<file path="src/rtl/ps2_host_tx_if.sv">
// Host-side command handshake for the PS/2 host transmitter: byte request in,
// busy/done/error status out.
interface ps2_host_tx_if;
    logic       iSend;
    logic [7:0] iData;
    logic       oBusy;
    logic       oDone;
    logic       oError;

    modport master (output iSend, iData, input oBusy, oDone, oError);
    modport slave  (input iSend, iData, output oBusy, oDone, oError);
endinterface

</file>
<file path="src/rtl/ps2_host_tx.sv">
// PS/2 host-to-device transmitter: inhibit, request-to-send, shift 8 data bits plus
// odd parity on device clock falling edges, release for stop, check device ACK.
module ps2_host_tx #(
    parameter int INHIBIT_CYCLES = 2500,
    parameter int TIMEOUT_CYCLES = 50000
) (
    input  logic         Clock,
    input  logic         Reset,
    ps2_host_tx_if.slave bus,
    input  logic         iPs2Clk,
    input  logic         iPs2Data,
    output logic         oPs2ClkDrive,
    output logic         oPs2DataDrive
);
    localparam logic [15:0] INHIBIT_LAST = 16'(INHIBIT_CYCLES - 1);
    localparam logic [15:0] TIMEOUT_LAST = 16'(TIMEOUT_CYCLES - 1);

    typedef enum logic [2:0] {
        IDLE, INHIBIT, RTS, SHIFT, STOP, ACK, WAIT_IDLE
    } state_t;

    state_t      r_state;
    logic [1:0]  r_clk_sync;
    logic [1:0]  r_data_sync;
    logic        r_clk_prev;
    logic [7:0]  r_byte;
    logic        r_parity;
    logic [3:0]  r_bit_idx;
    logic [15:0] r_cnt;
    logic        r_ack_bit;
    logic        r_clk_drive;
    logic        r_data_drive;
    logic        r_busy;
    logic        r_done;
    logic        r_error;

    logic        w_fall;
    logic        w_timeout;
    logic [15:0] w_cnt_inc;

    assign w_fall    = r_clk_prev & ~r_clk_sync[1];
    assign w_timeout = (r_cnt == TIMEOUT_LAST);
    assign w_cnt_inc = (r_cnt == 16'hFFFF) ? r_cnt : r_cnt + 16'd1;

    assign oPs2ClkDrive  = r_clk_drive;
    assign oPs2DataDrive = r_data_drive;
    assign bus.oBusy     = r_busy;
    assign bus.oDone     = r_done;
    assign bus.oError    = r_error;

    // NOTE: all state here is sequential, so every assignment is non-blocking; the
    // synchronizer stages only work as a chain because each reads the old value.
    always_ff @(posedge Clock) begin
        if (Reset) begin
            r_state      <= IDLE;
            r_clk_sync   <= 2'b00;
            r_data_sync  <= 2'b00;
            r_clk_prev   <= 1'b0;
            r_byte       <= 8'h00;
            r_parity     <= 1'b0;
            r_bit_idx    <= 4'd0;
            r_cnt        <= 16'd0;
            r_ack_bit    <= 1'b0;
            r_clk_drive  <= 1'b0;
            r_data_drive <= 1'b0;
            r_busy       <= 1'b0;
            r_done       <= 1'b0;
            r_error      <= 1'b0;
        end else begin
            r_clk_sync  <= {r_clk_sync[0], iPs2Clk};
            r_data_sync <= {r_data_sync[0], iPs2Data};
            r_clk_prev  <= r_clk_sync[1];
            r_done      <= 1'b0;
            r_error     <= 1'b0;

            case (r_state)
                IDLE: begin
                    r_clk_drive  <= 1'b0;
                    r_data_drive <= 1'b0;
                    r_busy       <= 1'b0;
                    if (bus.iSend) begin
                        r_byte      <= bus.iData;
                        r_parity    <= ~^bus.iData;
                        r_cnt       <= 16'd0;
                        r_bit_idx   <= 4'd0;
                        r_clk_drive <= 1'b1;
                        r_busy      <= 1'b1;
                        r_state     <= INHIBIT;
                    end
                end

                INHIBIT: begin
                    if (r_cnt == INHIBIT_LAST) begin
                        r_clk_drive  <= 1'b0;
                        r_data_drive <= 1'b1;
                        r_cnt        <= 16'd0;
                        r_state      <= RTS;
                    end else begin
                        r_cnt <= w_cnt_inc;
                    end
                end

                default: begin
                    // Every device-clocked state shares the edge-to-edge watchdog.
                    r_cnt <= w_fall ? 16'd0 : w_cnt_inc;
                    if (!w_fall && w_timeout) begin
                        r_clk_drive  <= 1'b0;
                        r_data_drive <= 1'b0;
                        r_busy       <= 1'b0;
                        r_error      <= 1'b1;
                        r_state      <= IDLE;
                    end else begin
                        case (r_state)
                            RTS: begin
                                if (w_fall) begin
                                    r_data_drive <= ~r_byte[0];
                                    r_bit_idx    <= 4'd0;
                                    r_state      <= SHIFT;
                                end
                            end
                            SHIFT: begin
                                if (w_fall) begin
                                    if (r_bit_idx == 4'd8) begin
                                        r_data_drive <= 1'b0;
                                        r_state      <= STOP;
                                    end else if (r_bit_idx == 4'd7) begin
                                        r_data_drive <= ~r_parity;
                                        r_bit_idx    <= 4'd8;
                                    end else begin
                                        r_data_drive <= ~r_byte[r_bit_idx[2:0] + 3'd1];
                                        r_bit_idx    <= r_bit_idx + 4'd1;
                                    end
                                end
                            end
                            STOP: begin
                                if (w_fall) begin
                                    r_ack_bit <= r_data_sync[1];
                                    r_state   <= ACK;
                                end
                            end
                            ACK: begin
                                if (r_ack_bit) begin
                                    r_busy  <= 1'b0;
                                    r_error <= 1'b1;
                                    r_state <= IDLE;
                                end else begin
                                    r_state <= WAIT_IDLE;
                                end
                            end
                            WAIT_IDLE: begin
                                if (r_clk_sync[1] && r_data_sync[1]) begin
                                    r_busy  <= 1'b0;
                                    r_done  <= 1'b1;
                                    r_state <= IDLE;
                                end
                            end
                            default: r_state <= IDLE;
                        endcase
                    end
                end
            endcase
        end
    end
endmodule
</file>
<file path="src/flat_wrapper.sv">
// flat-port wrapper written by rule: the top's interface ports become plain ports
module ps2_host_tx_flat 
#(
    parameter int INHIBIT_CYCLES = 2500,
    parameter int TIMEOUT_CYCLES = 50000
)
  (Clock, Reset, iPs2Clk, iPs2Data, oPs2ClkDrive, oPs2DataDrive, bus_iSend, bus_iData, bus_oBusy, bus_oDone, bus_oError);
  ps2_host_tx_if bus_i ();
  input  logic Clock;
  input  logic Reset;
  input  logic iPs2Clk;
  input  logic iPs2Data;
  output logic oPs2ClkDrive;
  output logic oPs2DataDrive;
  input wire logic [$bits(bus_i.iSend)-1:0] bus_iSend;
  input wire logic [$bits(bus_i.iData)-1:0] bus_iData;
  output wire logic [$bits(bus_i.oBusy)-1:0] bus_oBusy;
  output wire logic [$bits(bus_i.oDone)-1:0] bus_oDone;
  output wire logic [$bits(bus_i.oError)-1:0] bus_oError;
  assign bus_i.iSend = bus_iSend;
  assign bus_i.iData = bus_iData;
  assign bus_oBusy = bus_i.oBusy;
  assign bus_oDone = bus_i.oDone;
  assign bus_oError = bus_i.oError;
  ps2_host_tx #(.INHIBIT_CYCLES(INHIBIT_CYCLES), .TIMEOUT_CYCLES(TIMEOUT_CYCLES)) u_core (.Clock(Clock), .Reset(Reset), .bus(bus_i), .iPs2Clk(iPs2Clk), .iPs2Data(iPs2Data), .oPs2ClkDrive(oPs2ClkDrive), .oPs2DataDrive(oPs2DataDrive));
endmodule
</file>
<file path="config.mk">
export PLATFORM = sky130hd
export DESIGN_NAME = ps2_host_tx_flat
export DESIGN_NICKNAME = d
export VERILOG_FILES = /design/src/rtl/ps2_host_tx_if.sv /design/src/rtl/ps2_host_tx.sv /design/src/flat_wrapper.sv
export SDC_FILE = /design/constraint.sdc
export NUM_CORES = 1
export LEC_CHECK = 0
export ABC_AREA = 1
export CELL_PAD_IN_SITES_DETAIL_PLACEMENT = 1
export CELL_PAD_IN_SITES_GLOBAL_PLACEMENT = 2
export CORE_MARGIN = 1
export CORE_UTILIZATION = 38
export DETAILED_ROUTE_END_ITERATION = 8
export DONT_BUFFER_PORTS = 1
export PLACE_DENSITY = 0.83
export SETUP_SLACK_MARGIN = 0.1
export SYNTH_ARGS = -nofsm -noshare
export SYNTH_HDL_FRONTEND = slang
export SYNTH_SLANG_ARGS = --single-unit
</file>
<file path="constraint.sdc">
create_clock -name Clock -period 3.4 [get_ports Clock]
set_input_delay 0.34 -clock Clock [delete_from_list [all_inputs] [get_ports Clock]]
set_output_delay 0.34 -clock Clock [all_outputs]
set_load 0.005 [all_outputs]
</file>
# Yosys cells after proc, flatten, opt, wreduce, memory -nomap -nowiden
# Index checks and enable logic that the tools add are counted.
op_classes:
  n_addsub: 3
  order_cmp: 1
  eq_ne: 24
  mux: 47
  bitwise: 9
  reduce_logical: 19
ops:
  columns: ["op", "count"]
  rows:
  - ["2-to-1 mux 16 bit", 4]
  - ["== test 16 bit, second input constant", 2]
  - ["case mux 16 bit (2 select lines)", 1]
  - ["2-to-1 mux 3 bit", 9]
  - ["2-to-1 mux 4 bit", 6]
  - ["!= test 5 x 1 -> 1 bit, second input constant", 4]
  - ["2-to-1 mux 1 bit", 17]
  - ["adder 16 x 1 -> 16 bit, second input constant", 1]
  - ["== test 16 x 12 -> 1 bit, second input constant", 1]
  - ["case mux 4 bit (2 select lines)", 2]
  - ["case mux 3 bit (5 select lines)", 1]
  - ["AND reduction 7 bit", 2]
  - ["AND reduction 4 bit", 3]
  - ["case mux 1 bit (2 select lines)", 5]
  - ["== test 3 bit, second input constant", 3]
  - ["NOT 1 bit", 8]
  - ["XNOR reduction 8 bit", 1]
  - ["== test 3 x 2 -> 1 bit, second input constant", 2]
  - ["!= test 3 x 1 -> 1 bit, second input constant", 2]
  - ["case mux 3 bit (2 select lines)", 1]
  - ["nonzero test 3 bit", 2]
  - ["!= test 5 x 3 -> 1 bit, second input constant", 1]
  - ["nonzero test 5 bit", 1]
  - ["OR reduction 5 bit", 1]
  - ["20 further kinds", 23]
totals:
  ff_bits: 43
  input_bits: 13
  output_inout_bits: 5

# Depth between registers and ports, before layout
depth:
  ltp_word: 10
  ltp_mapped: 12

# Least setup slack after synthesis
# No wires, ideal clock.
synth_timing:
  path_type: "register -> register"
  from: "register u_core.r_bit_idx[0]"
  to: "register u_core.r_bit_idx[2]"
  setup_ns: 0.116
  t_arrival_ns: 1.390
  setup_slack_ns: 1.894
  stages_incl_launch_ff: 10
  period_less_slack_ns: 1.506
  path_cell_list: "dfxtp_1 -> buf_2 -> inv_1 -> ha_1 -> nand3_1 -> nor2_1 -> nor3_2 -> nand2_2 -> a21oi_1 -> nor3_1"
synth_via:
  elab_chain_len: 7
  word_cells_on_any_way: 11
  cone_classes: "add/sub: 1; eq/ne: 3; mux: 6; reduce/logical: 1"
synth_rtl:
  columns: ["element", "line", "rtl"]
  rows:
  - ["start, declared", "ps2_host_tx.sv:28", "logic [3:0] r_bit_idx;"]
  - ["start signal, assigned", "ps2_host_tx.sv:131", "r_bit_idx <= r_bit_idx + 4'd1;"]
  - ["adder 4 x 1 -> 4 bit or == test 4 x 3 -> 1 bit (tied branches)", "ps2_host_tx.sv:131, ps2_host_tx.sv:126", null]
  - ["2-to-1 mux 4 bit", "ps2_host_tx.sv:126", "end else if (r_bit_idx == 4'd7) begin"]
  - ["2-to-1 mux 4 bit", "ps2_host_tx.sv:123", "if (r_bit_idx == 4'd8) begin"]
  - ["2-to-1 mux 4 bit", "ps2_host_tx.sv:122", "if (w_fall) begin"]
  - ["case mux 4 bit (2 select lines)", "ps2_host_tx.sv:113", "case (r_state)"]
  - ["2-to-1 mux 4 bit", "ps2_host_tx.sv:106", "if (!w_fall && w_timeout) begin"]
  - ["case mux 4 bit (2 select lines)", "ps2_host_tx.sv:76", "case (r_state)"]
# Parallel ways exist; a longest one is shown, timed or not. The select of a mux whose other input is x is not followed.
# A chain may end at the register's enable or synchronous reset.

# Worst setup path in the final report
layout_timing:
  from: "register u_core.r_cnt[0]"
  to: "register u_core.r_state[1]"
layout_via:
  elab_chain_len: 4
  word_cells_on_any_way: 12
  cone_classes: "eq/ne: 8; mux: 2; reduce/logical: 2"
layout_rtl:
  columns: ["element", "line", "rtl"]
  rows:
  - ["start, declared", "ps2_host_tx.sv:29", "logic [15:0] r_cnt;"]
  - ["start signal, assigned", "ps2_host_tx.sv:99", "r_cnt <= w_cnt_inc;"]
  - ["start signal, assigned", "ps2_host_tx.sv:105", "r_cnt <= w_fall ? 16'd0 : w_cnt_inc;"]
  - ["== test 16 bit", "ps2_host_tx.sv:42", "assign w_timeout = (r_cnt == TIMEOUT_LAST);"]
  - ["logical AND 1 bit", "ps2_host_tx.sv:106", null]
  - ["!= test 5 x 3 -> 1 bit (no line), or another cell as far along", null, null]
  - ["AND reduction 7 bit (no line) or case mux 3 bit (2 select lines) (tied branches)", null, null]
  - ["end signal, assigned", "ps2_host_tx.sv:55", "r_state <= IDLE;"]
  - ["end signal, assigned", "ps2_host_tx.sv:111", "r_state <= IDLE;"]
  - ["end signal, assigned", "ps2_host_tx.sv:118", "r_state <= SHIFT;"]
  - ["end, declared", "ps2_host_tx.sv:22", "state_t r_state;"]
# Parallel ways exist; a longest one is shown, timed or not.

==> flow_summary.yaml <==
status:
  status: "finished, final reports clean"
placement:
  place.gp.congestion: 0.801
  io_buffer_count: 0
  pre_cts_ws_ns: 1.63
  placed_area_sq_mm: 0.00275
  post-dp-hpwl_um: 5330
  dp_cells: 488
worst_setup_path:
  crit_type: "flip-flop to flip-flop"
  startpoint_type: "flip-flop"
  worstRegToRegCells: 10
  crit_path_end_kind: "flip-flop"
  r2r-start: "u_core.r_cnt[0]"
  crit_arrival_ns: 1.98
  r2r_setup_slack_ns: 1.62
  cp_max_fo: 5
  required_ns: 3.60
  r2r_end: "u_core.r_state[1]"
detailed_routing:
  drc_errors: 0
  drt_iter0_drc: 78
  routed_via_density: 4.97
  ant_nets: 0
  vias: 2467
  drt-total-wl_um: 6950
  wl_per_cell_um: 14.0
  first_pass_iters: 4
power_and_ir_drop:
  swShare_pct: 40.5
  switchingPower_uw: 768
  power.density_mw_per_mm2: 655
  p_int_mw: 1.13
  pwr-share-seq_pct: 35.0
  power_frac_clock_pct: 25.9
  pwr-share-comb_pct: 39.1
  p_leak_nw: 1.20
  ir_drop_uv: 225
final_layout:
  layout_common_cells: "nand2_1 (88), inv_1 (53), nor2_1 (51)"
  fin_nets: 415
  final_common_cell: "nand2_1"
  drive_gt1_share_pct: 13.5
  final_area_sq_mm: 0.00289
  stdcell_count: 496
  areaGrowthSynthToFinish_pct: 8.70
  antenna_cells: 0
sta:
  finalCriticalPeriod_ns: 1.78
  rsz0062_at_grt: "no"
  tightest_slew_ns: 0.605
  fmax_mhz: 561
  worst_clock_skew_ns: 0.00938
  setup_slack_ns: 1.62
  fin_setup_tns_ns: 0
  hold_violations: 0
  setup_viol: 0
  hold_slack_ns: 0.0935
  slew_viol_final: 0
  post-route-period-util_pct: 52.4
  max_slew_margin_pct: 59.7
synthesis:
  postSynthCellCount: 397
  syn_nets: 413
  yosys.cell_types.count: 39
  synth-seq-area-share_pct: 32.3
  yosys_warnings: 0
  synth_seq_cells: 43
  syn_avg_cell_area_sq_um: 6.70
  syn_area_sq_mm: 0.00266
worst_hold_path:
  min_path_cells: 1
  min_to: "u_core.oPs2ClkDrive"
  worstHoldStart: "Reset"
  hp-class: "input port to flip-flop"
floorplan:
  die-width_um: 85.7
  die_area_sq_mm: 0.00734
  start_util_pct: 39.2
  design.core.area_sq_mm: 0.00679
  rows: 30
  io-pin-count: 18
  die-height_um: 85.7
run:
  cap_viol_max_count: 0
grt:
  grt_overflow: 0
  antenna_found_initial: 0
  grt_max_degree: 19
  grt.total_usage_pct: 20.4
  grt_pass1_vias: 2446
  grt_pass1_wl_um: 11700
cts:
  holdBufCountCts: 0
  root_buffer: "clkbuf_8"
  tritoncts: "built"
  post_cts_buffers: 0
  cts.repair.resized: 0
  clk_path_buf_depth: 2
  cts_sinks: 43
  numCtsBuffers: 5
  worstSkewPairLatency_ns: 0.30
  htreeDepth: 2
  clkSlewWorstSetupHoldPaths_ns: 0.09
## worst max-delay path by stage
stage | from | endpoint | slack [ns] | cells after the start
after floorplan | u_core.r_bit_idx[0] | u_core.r_bit_idx[2] | 1.89 | 9
after global placement | u_core.r_bit_idx[0] | u_core.r_bit_idx[0] | 1.63 | 8
after detailed placement | u_core.r_bit_idx[0] | u_core.r_bit_idx[1] | 1.63 | 8
after CTS | u_core.r_bit_idx[0] | u_core.r_bit_idx[0] | 1.61 | 8
after global routing | u_core.r_clk_sync[1] | u_core.r_state[1] | 1.43 | 11
final | u_core.r_cnt[0] | u_core.r_state[1] | 1.62 | 10
## sequential cells by signal (all words and copies together), names as in the netlist, 2 cells and up
| register | cells |
|---|---|
| u_core.r_bit_idx | 4 |
| u_core.r_state | 3 |
| u_core.r_cnt | 16 |
| u_core.r_data_sync | 2 |
| u_core.r_byte | 8 |
| u_core.r_clk_sync | 2 |
## synthesized netlist by cell type, drive strengths merged
cell	instances	area [sq um]
o211ai	5	42.5
a31oi	1	6.26
buf	4	25.0
a21oi	26	145
o21ai	20	100
nand4	5	37.5
ha	3	37.5
and3	1	6.26
o21bai	1	7.51
dfxtp	43	861
xnor2	5	43.8
nor3	13	86.3
xor2	5	43.8
nand3	37	230
nor2	61	283
clkbuf	1	3.75
inv	58	220
nor3b	5	47.5
or2	1	6.26
nand2	99	414
clkinv	3	13.8
## worst max-delay path, stage by stage, from the launching register on
cell     delay (ns)
dfxtp_1        0.38
ha_1           0.28
nand3_4        0.14
nor2_1         0.16
nand3_1        0.22
nand2_1        0.14
nand2_1        0.06
nor2_1         0.11
nand3_1        0.09
nand2_1        0.06
nor2_1         0.04
## logic make-up (layout without fill, tap and decap cells)
group / after synthesis / after routing / share of synthesized area [%]
xor+xnor: 10 / 10 / 3.29
fa+ha+maj: 3 / 3 / 1.41
buf+inv: 66 / 69 / 9.87
simple gates: 222 / 222 / 41.7
compound gates: 53 / 53 / 11.3
flops: 43 / 43 / 32.3
## area by class of cell
class | instances | area (sq um)
Fill cell | 897 | 3900
Multi-Input combinational cell | 288 | 1540
Sequential cell | 43 | 861
Inverter | 61 | 234
Tap cell | 96 | 120
Clock inverter | 3 | 71.3
Clock buffer | 5 | 68.8
## metal layers
metal / global-route usage, % / vias up / routed length, um
li1: - / 1269 / -
met2: 33.9 / 36 / 3200
met5: 0 / - / 0
met1: 27.1 / 1158 / 3520
met4: 5.15 / 0 / 55
met3: 3.85 / 4 / 173
## power groups by stage
stage                     clock [mW]  sequential [mW]  combinational [mW]
final                          0.492            0.663               0.741
after global routing           0.534            0.676               0.840
after CTS                      0.511            0.664               0.749
after detailed placement           0            0.675               0.744
after global placement             0            0.673               0.741
after floorplan                    0            0.644               0.599
## per-stage QoR
| step | power, mW | util [%] |
|---|---|---|
| after global routing | 2.05 | 42.6 |
| after global placement | 1.41 | 40.5 |
| final | 1.90 | 42.6 |
| after CTS | 1.92 | 42.6 |
| after floorplan | 1.24 | - |
| after detailed placement | 1.42 | 40.5 |
Power figures use the tool's default switching activity.
